## src/rtl/commit_trace_buffer_if.sv

```systemverilog
// Trace stream from commit_trace_buffer to a trace sink: one retired-instruction record per beat,
// valid/ready handshake.
interface commit_trace_buffer_if #(
  parameter int unsigned XLEN = 64
) ();
  logic            valid;
  logic            ready;
  logic [XLEN-1:0] pc;
  logic [31:0]     instr;
  logic [4:0]      rd;
  logic            we;
  logic [XLEN-1:0] wdata;
  logic [1:0]      priv;
  logic            v;
  logic [31:0]     seq;
  logic            gap;

  modport master (
    output valid, pc, instr, rd, we, wdata, priv, v, seq, gap,
    input  ready
  );

  modport slave (
    input  valid, pc, instr, rd, we, wdata, priv, v, seq, gap,
    output ready
  );
endinterface

```

## src/rtl/commit_trace_buffer.sv

```systemverilog
// Commit-stage trace capture FIFO: tags retired records with sequence numbers, drops whole groups
// on overflow. Define TRACE_FILTER_EN to enable per-privilege filtering via filter_mask_i.
module commit_trace_buffer #(
  parameter int unsigned NrCommitPorts = 2,
  parameter int unsigned Depth         = 8,
  parameter int unsigned XLEN          = 64
) (
  input  logic                                clk_i,
  input  logic                                rst_ni,
  input  logic                                flush_i,
  input  logic [NrCommitPorts-1:0]            commit_valid_i,
  input  logic [NrCommitPorts-1:0][XLEN-1:0]  commit_pc_i,
  input  logic [NrCommitPorts-1:0][31:0]      commit_instr_i,
  input  logic [NrCommitPorts-1:0][4:0]       commit_rd_i,
  input  logic [NrCommitPorts-1:0]            commit_we_i,
  input  logic [NrCommitPorts-1:0][XLEN-1:0]  commit_wdata_i,
  input  logic [1:0]                          priv_lvl_i,
  input  logic                                v_i,
  input  logic [3:0]                          filter_mask_i,
  commit_trace_buffer_if.master               trace_o,
  output logic [31:0]                         drop_cnt_o,
  output logic                                full_o
);

  localparam int unsigned AW = (Depth > 1) ? $clog2(Depth) : 1;
  localparam int unsigned CW = AW + 1;
  localparam int unsigned LW = $clog2(NrCommitPorts + 1);

  typedef struct packed {
    logic [XLEN-1:0] pc;
    logic [31:0]     instr;
    logic [4:0]      rd;
    logic            we;
    logic [XLEN-1:0] wdata;
    logic [1:0]      priv;
    logic            v;
    logic [31:0]     seq;
    logic            gap;
  } rec_t;

  rec_t                              mem_q [Depth];
  logic [AW-1:0]                     wr_ptr_q, wr_ptr_d, rd_ptr_q, rd_ptr_d;
  logic [CW-1:0]                     count_q, count_d;
  logic [31:0]                       seq_q, seq_d, drop_q, drop_d;
  logic                              gap_q, gap_d;
  logic                              filter_ok;
  logic [NrCommitPorts-1:0]          elig;
  logic [NrCommitPorts-1:0][LW-1:0]  slot;
  logic [NrCommitPorts-1:0][31:0]    lane_seq;
  logic [LW-1:0]                     n_elig, n_valid;
  logic                              accept, push, pop;
  logic [32:0]                       drop_sum;

`ifdef TRACE_FILTER_EN
  assign filter_ok = filter_mask_i[priv_lvl_i];
`else
  logic unused_filter;
  assign unused_filter = ^filter_mask_i;
  assign filter_ok     = 1'b1;
`endif

  assign elig = commit_valid_i & {NrCommitPorts{filter_ok}};

  // Sequence rank counts every valid lane; storage slot counts only eligible lanes.
  always_comb begin
    n_elig   = '0;
    n_valid  = '0;
    slot     = '0;
    lane_seq = '0;
    for (int unsigned k = 0; k < NrCommitPorts; k++) begin
      slot[k]     = n_elig;
      lane_seq[k] = seq_q + 32'(n_valid);
      if (commit_valid_i[k]) n_valid = n_valid + LW'(1);
      if (elig[k])           n_elig  = n_elig + LW'(1);
    end
  end

  assign pop      = (count_q != '0) && trace_o.ready;
  // Space is judged on the start-of-cycle count; a same-cycle pop does not help.
  assign accept   = CW'(n_elig) <= (CW'(Depth) - count_q);
  assign push     = accept && !flush_i;
  assign drop_sum = {1'b0, drop_q} + 33'(n_elig);

  always_comb begin
    wr_ptr_d = wr_ptr_q;
    rd_ptr_d = rd_ptr_q;
    drop_d   = drop_q;
    gap_d    = gap_q;
    seq_d    = seq_q + 32'(n_valid);
    if (push) begin
      wr_ptr_d = wr_ptr_q + AW'(n_elig);
      if (n_elig != '0) gap_d = 1'b0;
    end else begin
      drop_d = drop_sum[32] ? '1 : drop_sum[31:0];
      if (n_elig != '0) gap_d = 1'b1;
    end
    if (pop) rd_ptr_d = rd_ptr_q + AW'(1);
    count_d = count_q + (push ? CW'(n_elig) : '0) - (pop ? CW'(1) : '0);
    if (flush_i) begin
      wr_ptr_d = '0;
      rd_ptr_d = '0;
      count_d  = '0;
    end
  end

  always_ff @(posedge clk_i or negedge rst_ni) begin
    if (!rst_ni) begin
      wr_ptr_q <= '0;
      rd_ptr_q <= '0;
      count_q  <= '0;
      seq_q    <= '0;
      drop_q   <= '0;
      gap_q    <= 1'b0;
    end else begin
      wr_ptr_q <= wr_ptr_d;
      rd_ptr_q <= rd_ptr_d;
      count_q  <= count_d;
      seq_q    <= seq_d;
      drop_q   <= drop_d;
      gap_q    <= gap_d;
    end
  end

  always_ff @(posedge clk_i or negedge rst_ni) begin
    if (!rst_ni) begin
      for (int unsigned i = 0; i < Depth; i++) mem_q[i] <= '0;
    end else if (push) begin
      for (int unsigned k = 0; k < NrCommitPorts; k++) begin
        if (elig[k]) begin
          mem_q[wr_ptr_q + AW'(slot[k])] <= '{
            pc:    commit_pc_i[k],
            instr: commit_instr_i[k],
            rd:    commit_rd_i[k],
            we:    commit_we_i[k],
            wdata: commit_wdata_i[k],
            priv:  priv_lvl_i,
            v:     v_i,
            seq:   lane_seq[k],
            gap:   gap_q && (slot[k] == '0)
          };
        end
      end
    end
  end

  assign trace_o.valid = count_q != '0;
  assign trace_o.pc    = mem_q[rd_ptr_q].pc;
  assign trace_o.instr = mem_q[rd_ptr_q].instr;
  assign trace_o.rd    = mem_q[rd_ptr_q].rd;
  assign trace_o.we    = mem_q[rd_ptr_q].we;
  assign trace_o.wdata = mem_q[rd_ptr_q].wdata;
  assign trace_o.priv  = mem_q[rd_ptr_q].priv;
  assign trace_o.v     = mem_q[rd_ptr_q].v;
  assign trace_o.seq   = mem_q[rd_ptr_q].seq;
  assign trace_o.gap   = mem_q[rd_ptr_q].gap;
  assign drop_cnt_o    = drop_q;
  assign full_o        = count_q == CW'(Depth);

endmodule

```

## src/flat_wrapper.sv

```systemverilog
// flat-port wrapper written by rule: the top's interface ports become plain ports
module commit_trace_buffer_flat 
#(
  parameter int unsigned NrCommitPorts = 2,
  parameter int unsigned Depth         = 8,
  parameter int unsigned XLEN          = 64
)
  (clk_i, rst_ni, flush_i, commit_valid_i, commit_pc_i, commit_instr_i, commit_rd_i, commit_we_i, commit_wdata_i, priv_lvl_i, v_i, filter_mask_i, drop_cnt_o, full_o, trace_o_valid, trace_o_pc, trace_o_instr, trace_o_rd, trace_o_we, trace_o_wdata, trace_o_priv, trace_o_v, trace_o_seq, trace_o_gap, trace_o_ready);
  commit_trace_buffer_if #(.XLEN(XLEN)) trace_o_i ();
  input  logic clk_i;
  input  logic rst_ni;
  input  logic flush_i;
  input  logic [NrCommitPorts-1:0] commit_valid_i;
  input  logic [NrCommitPorts-1:0][XLEN-1:0] commit_pc_i;
  input  logic [NrCommitPorts-1:0][31:0] commit_instr_i;
  input  logic [NrCommitPorts-1:0][4:0] commit_rd_i;
  input  logic [NrCommitPorts-1:0] commit_we_i;
  input  logic [NrCommitPorts-1:0][XLEN-1:0] commit_wdata_i;
  input  logic [1:0] priv_lvl_i;
  input  logic v_i;
  input  logic [3:0] filter_mask_i;
  output logic [31:0] drop_cnt_o;
  output logic full_o;
  output wire logic [$bits(trace_o_i.valid)-1:0] trace_o_valid;
  output wire logic [$bits(trace_o_i.pc)-1:0] trace_o_pc;
  output wire logic [$bits(trace_o_i.instr)-1:0] trace_o_instr;
  output wire logic [$bits(trace_o_i.rd)-1:0] trace_o_rd;
  output wire logic [$bits(trace_o_i.we)-1:0] trace_o_we;
  output wire logic [$bits(trace_o_i.wdata)-1:0] trace_o_wdata;
  output wire logic [$bits(trace_o_i.priv)-1:0] trace_o_priv;
  output wire logic [$bits(trace_o_i.v)-1:0] trace_o_v;
  output wire logic [$bits(trace_o_i.seq)-1:0] trace_o_seq;
  output wire logic [$bits(trace_o_i.gap)-1:0] trace_o_gap;
  input wire logic [$bits(trace_o_i.ready)-1:0] trace_o_ready;
  assign trace_o_valid = trace_o_i.valid;
  assign trace_o_pc = trace_o_i.pc;
  assign trace_o_instr = trace_o_i.instr;
  assign trace_o_rd = trace_o_i.rd;
  assign trace_o_we = trace_o_i.we;
  assign trace_o_wdata = trace_o_i.wdata;
  assign trace_o_priv = trace_o_i.priv;
  assign trace_o_v = trace_o_i.v;
  assign trace_o_seq = trace_o_i.seq;
  assign trace_o_gap = trace_o_i.gap;
  assign trace_o_i.ready = trace_o_ready;
  commit_trace_buffer #(.NrCommitPorts(NrCommitPorts), .Depth(Depth), .XLEN(XLEN)) u_core (.clk_i(clk_i), .rst_ni(rst_ni), .flush_i(flush_i), .commit_valid_i(commit_valid_i), .commit_pc_i(commit_pc_i), .commit_instr_i(commit_instr_i), .commit_rd_i(commit_rd_i), .commit_we_i(commit_we_i), .commit_wdata_i(commit_wdata_i), .priv_lvl_i(priv_lvl_i), .v_i(v_i), .filter_mask_i(filter_mask_i), .trace_o(trace_o_i), .drop_cnt_o(drop_cnt_o), .full_o(full_o));
endmodule
```

## config.mk

```make
export PLATFORM = sky130hd
export DESIGN_NAME = commit_trace_buffer_flat
export DESIGN_NICKNAME = d
export VERILOG_FILES = /design/src/rtl/commit_trace_buffer_if.sv /design/src/rtl/commit_trace_buffer.sv /design/src/flat_wrapper.sv
export SDC_FILE = /design/constraint.sdc
export NUM_CORES = 2
export LEC_CHECK = 0
export ABC_CLOCK_PERIOD_IN_PS = 5000
export BUFFER_PORTS_ARGS = -buffer_cell sky130_fd_sc_hd__buf_2
export CORE_MARGIN = 1.5
export CORE_UTILIZATION = 40
export DETAILED_ROUTE_END_ITERATION = 16
export GPL_ROUTABILITY_DRIVEN = 1
export GPL_TIMING_DRIVEN = 0
export PLACE_DENSITY = 0.67
export SLEW_MARGIN = 40
export SYNTH_ARGS = -nofsm -noshare
export SYNTH_HDL_FRONTEND = slang
export SYNTH_SLANG_ARGS = --single-unit
```

## constraint.sdc

```tcl
create_clock -name clk_i -period 5 [get_ports clk_i]
set_input_delay 0.25 -clock clk_i [delete_from_list [all_inputs] [get_ports clk_i]]
set_output_delay 0.25 -clock clk_i [all_outputs]
set_load 0.01 [all_outputs]
```

==> flow_metrics.py <==
metrics = {
    "run_status": {
        "status": "finished clean",
    },
    "sta": {
        "max_freq_mhz": 204.9,
        "min_period_ns": 4.881,
        "slew_headroom": 0.3297,
        "rsz0062_at_grt": "false",
        "post-route-period-util": 0.9762,
        "hold_violations": 0,
        "slew_viol_final": 0,
        "hold-worst-slack_ns": 0.07192,
        "setup_viol": 0,
        "max_slew.worst_pin.slew_ns": 1.006,
        "skew_ns": 0.05320,
    },
    "synthesis": {
        "synth_top_area_frac": 0.4708,
        "ys_seq_elements": 1691,
        "avgSynthCellArea_um2": 8.947,
        "postSynthCellCount": 10050,
        "synth_cell_type_count": 57,
        "ys.flop_type": "dfrtp_1",
        "synth_area_leader_cell": "dfrtp_1",
        "ys_seq_area_frac": 0.4708,
        "synth_edf_count": 0,
        "netlist_area_mm2": 0.08989,
        "synthTopCellsByArea": "dfrtp_1, nand2_1, mux4_2",
        "synthArstFlopShare": 1.000,
        "synth_nets": 10420,
        "ys_warn_count": 0,
    },
    "worst_setup_path": {
        "r2r_end": "u_core.mem_q[847]",
        "cp.arrival_ns": 5.63,
        "critPathLaunch": "u_core.count_q[0]",
        "path_max_fanout": 10,
        "setup.worst_path.class": "reg -> reg",
        "cp-end-kind": "register",
        "crit_end": "u_core.mem_q[847]",
        "r2r-start": "u_core.count_q[0]",
        "r2r_slack_ns": 0.12,
        "cp_data_required_time_ns": 5.75,
        "critPathLaunchType": "register",
        "ff2ff_path_depth": 14,
    },
    "drt": {
        "post-route-drc-count": 0,
        "dr.pass1.iters": 9,
        "wire_per_inst_um": 29.02,
        "vias_per_cell": 6.331,
        "vias": 89910,
        "drtAntennaViolNets": 0,
        "drtIter0Drc": 14310,
        "routed_wl_um": 412100,
    },
    "cells_and_area": {
        "drive_above_1_share": 0.1479,
        "final_nets": 11360,
        "area_delta_synth_final_pct": 19.46,
        "final_util": 0.4821,
    },
    "floorplanning": {
        "die_h_um": 477.0,
        "die_w_um": 477.0,
        "boundaryPins": 581,
        "start_util": 0.4036,
        "fp.dieArea_mm2": 0.2276,
        "rows": 173,
        "core_mm2": 0.2227,
    },
    "min_path": {
        "hold_path_class": "in -> reg",
    },
    "power_and_ir_drop": {
        "power.total_mw": 65.58,
        "p_sw_frac": 0.4033,
        "vdd_drop_max_mv": 0.4357,
        "pwr-share-seq": 0.348,
        "clock_power_share": 0.220,
        "internal_power_mw": 39.13,
        "p_switching_mw": 26.45,
        "combPwrFrac": 0.433,
        "p_leak_nw": 44.92,
        "power.density_mw_per_mm2": 610.7,
    },
    "clocking": {
        "cts_root_buffer": "clkbuf_16",
        "htree_levels": 4,
        "clock_path_buffers": 3,
        "insertion_delay_ns": 0.89,
        "cts.sinks": 1691,
        "cts_inserted_buffers": 185,
        "cts_setup_buffers": 0,
        "cts_tree": "done",
        "clk_pin_slew_worst_paths_ns": 0.07,
    },
    "flow_run": {
        "cap_violations": 0,
    },
    "placed_design": {
        "io_buffer_count": 241,
        "gp_congestion": 0.9842,
        "hpwl_um": 285900,
    },
    "global_route": {
        "grt_pass1_vias": 86770,
        "grt_pass1_wl_um": 594900,
        "grt_overflow": 0,
        "antenna_found_initial": 102,
        "grt_max_degree": 105,
        "track_usage": 0.3512,
    },
}
registers in the layout, indices dropped and copies added, names as in the netlist:
register and cells:
u_core.gap_q 1, u_core.count_q 4, u_core.rd_ptr_q 3, u_core.wr_ptr_q 3, u_core.seq_q 32, u_core.drop_cnt_o 32
u_core.mem_q 1616
kinds of logic (layout without fill, tap and decap cells):
| kind of cell | Yosys count | count (layout) | synth area share |
|---|---|---|---|
| muxes | 620 | 620 | 0.1282 |
| xor gates and xnor gates | 243 | 243 | 0.02384 |
| and+or+nand+nor | 4215 | 4215 | 0.1823 |
| AOI/OAI and AO/OA | 2025 | 2025 | 0.1350 |
| DFF | 1691 | 1691 | 0.4708 |
| other | 0 | 87 | 0 |
| adders and majority gates | 23 | 23 | 0.003536 |
| buffers and inverters | 1230 | 2323 | 0.05635 |
cell usage in the layout, fill, tap and decap left out, types with 18 or more instances in the layout:
cell,count
a31oi_1,1052
xnor2_1,127
mux2_2,212
clkbuf_1,491
buf_2,537
xor2_1,114
dfrtp_1,1691
nand3_1,65
a221o_1,24
o21ai_0,240
ha_1,18
nand2_1,2489
clkbuf_8,41
dlygate4sd3_1,476
o22ai_1,302
nor2_1,1493
mux4_2,404
diode_2,87
nor4_1,27
nand4_1,28
buf_1,330
buf_16,38
clkbuf_16,185
buf_4,31
clkbuf_2,100
a21oi_1,341
and2_1,18
clkinv_2,28
routing by layer:
layer / wire (µm) / up-vias / GRT usage
met1: 146800 / 44270 / 0.4418
met4: 31740 / 86 / 0.2350
met5: 568 / - / 0
met2: 172800 / 7333 / 0.4980
li1: - / 36570 / -
met3: 60200 / 1654 / 0.1361
cell usage after synthesis, types with 12 or more instances:
cell and instances:
buf_2 268, clkbuf_1 548, buf_1 367, nor3_1 13, or3_1 12, a221o_1 24, dfrtp_1 1691, and3_1 14
xnor2_1 127, a21oi_1 341, mux4_2 404, o22ai_1 303, nand4_1 28, and2_1 18, o21ai_0 240, xor2_1 114
nand3_1 65, nor4_1 28, mux2_2 212, ha_1 19, nand2_1 2489, buf_4 30, nor2_1 1495, inv_1 17
a31oi_1 1052
repair_timing:
action | in CTS | in global routing
gates resized for setup | 0 | 18
hold endpoints to repair | 1550 | 0
setup endpoints to repair | 0 | 50
hold buffers | 477 | 0
layout make-up:
type	count	area (µm²)
well taps	2975	3722
diodes	87	217.7
fillers	20700	115400
clock inverters	62	837.1
plain buffers	1211	5196
clock buffers	274	5374
multi-input cells	7126	42560
flip-flops and latches	1691	42320
repair buffers	759	7089
inverters	17	63.81
critical path: stages (launching register included):
cell and delay (ns):
dfrtp_1 0.40, inv_1 0.10, ha_1 0.29, inv_1 0.04, ha_1 0.30, and3_1 0.21, o22ai_2 0.32, buf_2 0.33
buf_2 0.27, and2_1 0.19, buf_2 0.24, buf_2 0.67, clkbuf_1 0.58, a31oi_1 0.18, dlygate4sd3_1 0.63
how the worst min path moves through the flow:
stage,to,slack [ns],startpoint,depth (start not counted)
after global routing,u_core.mem_q[28],0.11,commit_valid_i[0],5
after CTS,u_core.mem_q[230],0.008,commit_valid_i[0],5
final,u_core.mem_q[230],0.07,commit_valid_i[0],5
after floorplan,u_core.count_q[0],-0.05,rst_ni,0
after detailed placement,u_core.mem_q[680],0.18,rst_ni,1
after global placement,u_core.mem_q[640],0.46,u_core.mem_q[640],2
through the flow:
step | cells | worst slack [ns] | TNS [ns] | cell area (µm²)
CTS | 14120 | 0.003892 | 0 | 107100
global placement | 13260 | -34.65 | - | 94820
finish | 14200 | 0.1191 | 0 | 107400
global route | 14160 | 0.1433 | 0 | 107300
detailed placement | 13300 | -0.2078 | -11.45 | 96110
floorplan | 10050 | 1.463 | 0 | 89890
power groups by stage:
stage	sequential (mW)	combinational (mW)	clock, mW
floorplan	21.6	16.7	0
global placement	22.5	25.1	0
detailed placement	22.7	26.0	0
CTS	22.5	27.3	14.3
global route	23.2	29.8	14.9
finish	22.8	28.4	14.4
(Power assumes the default switching activity.)
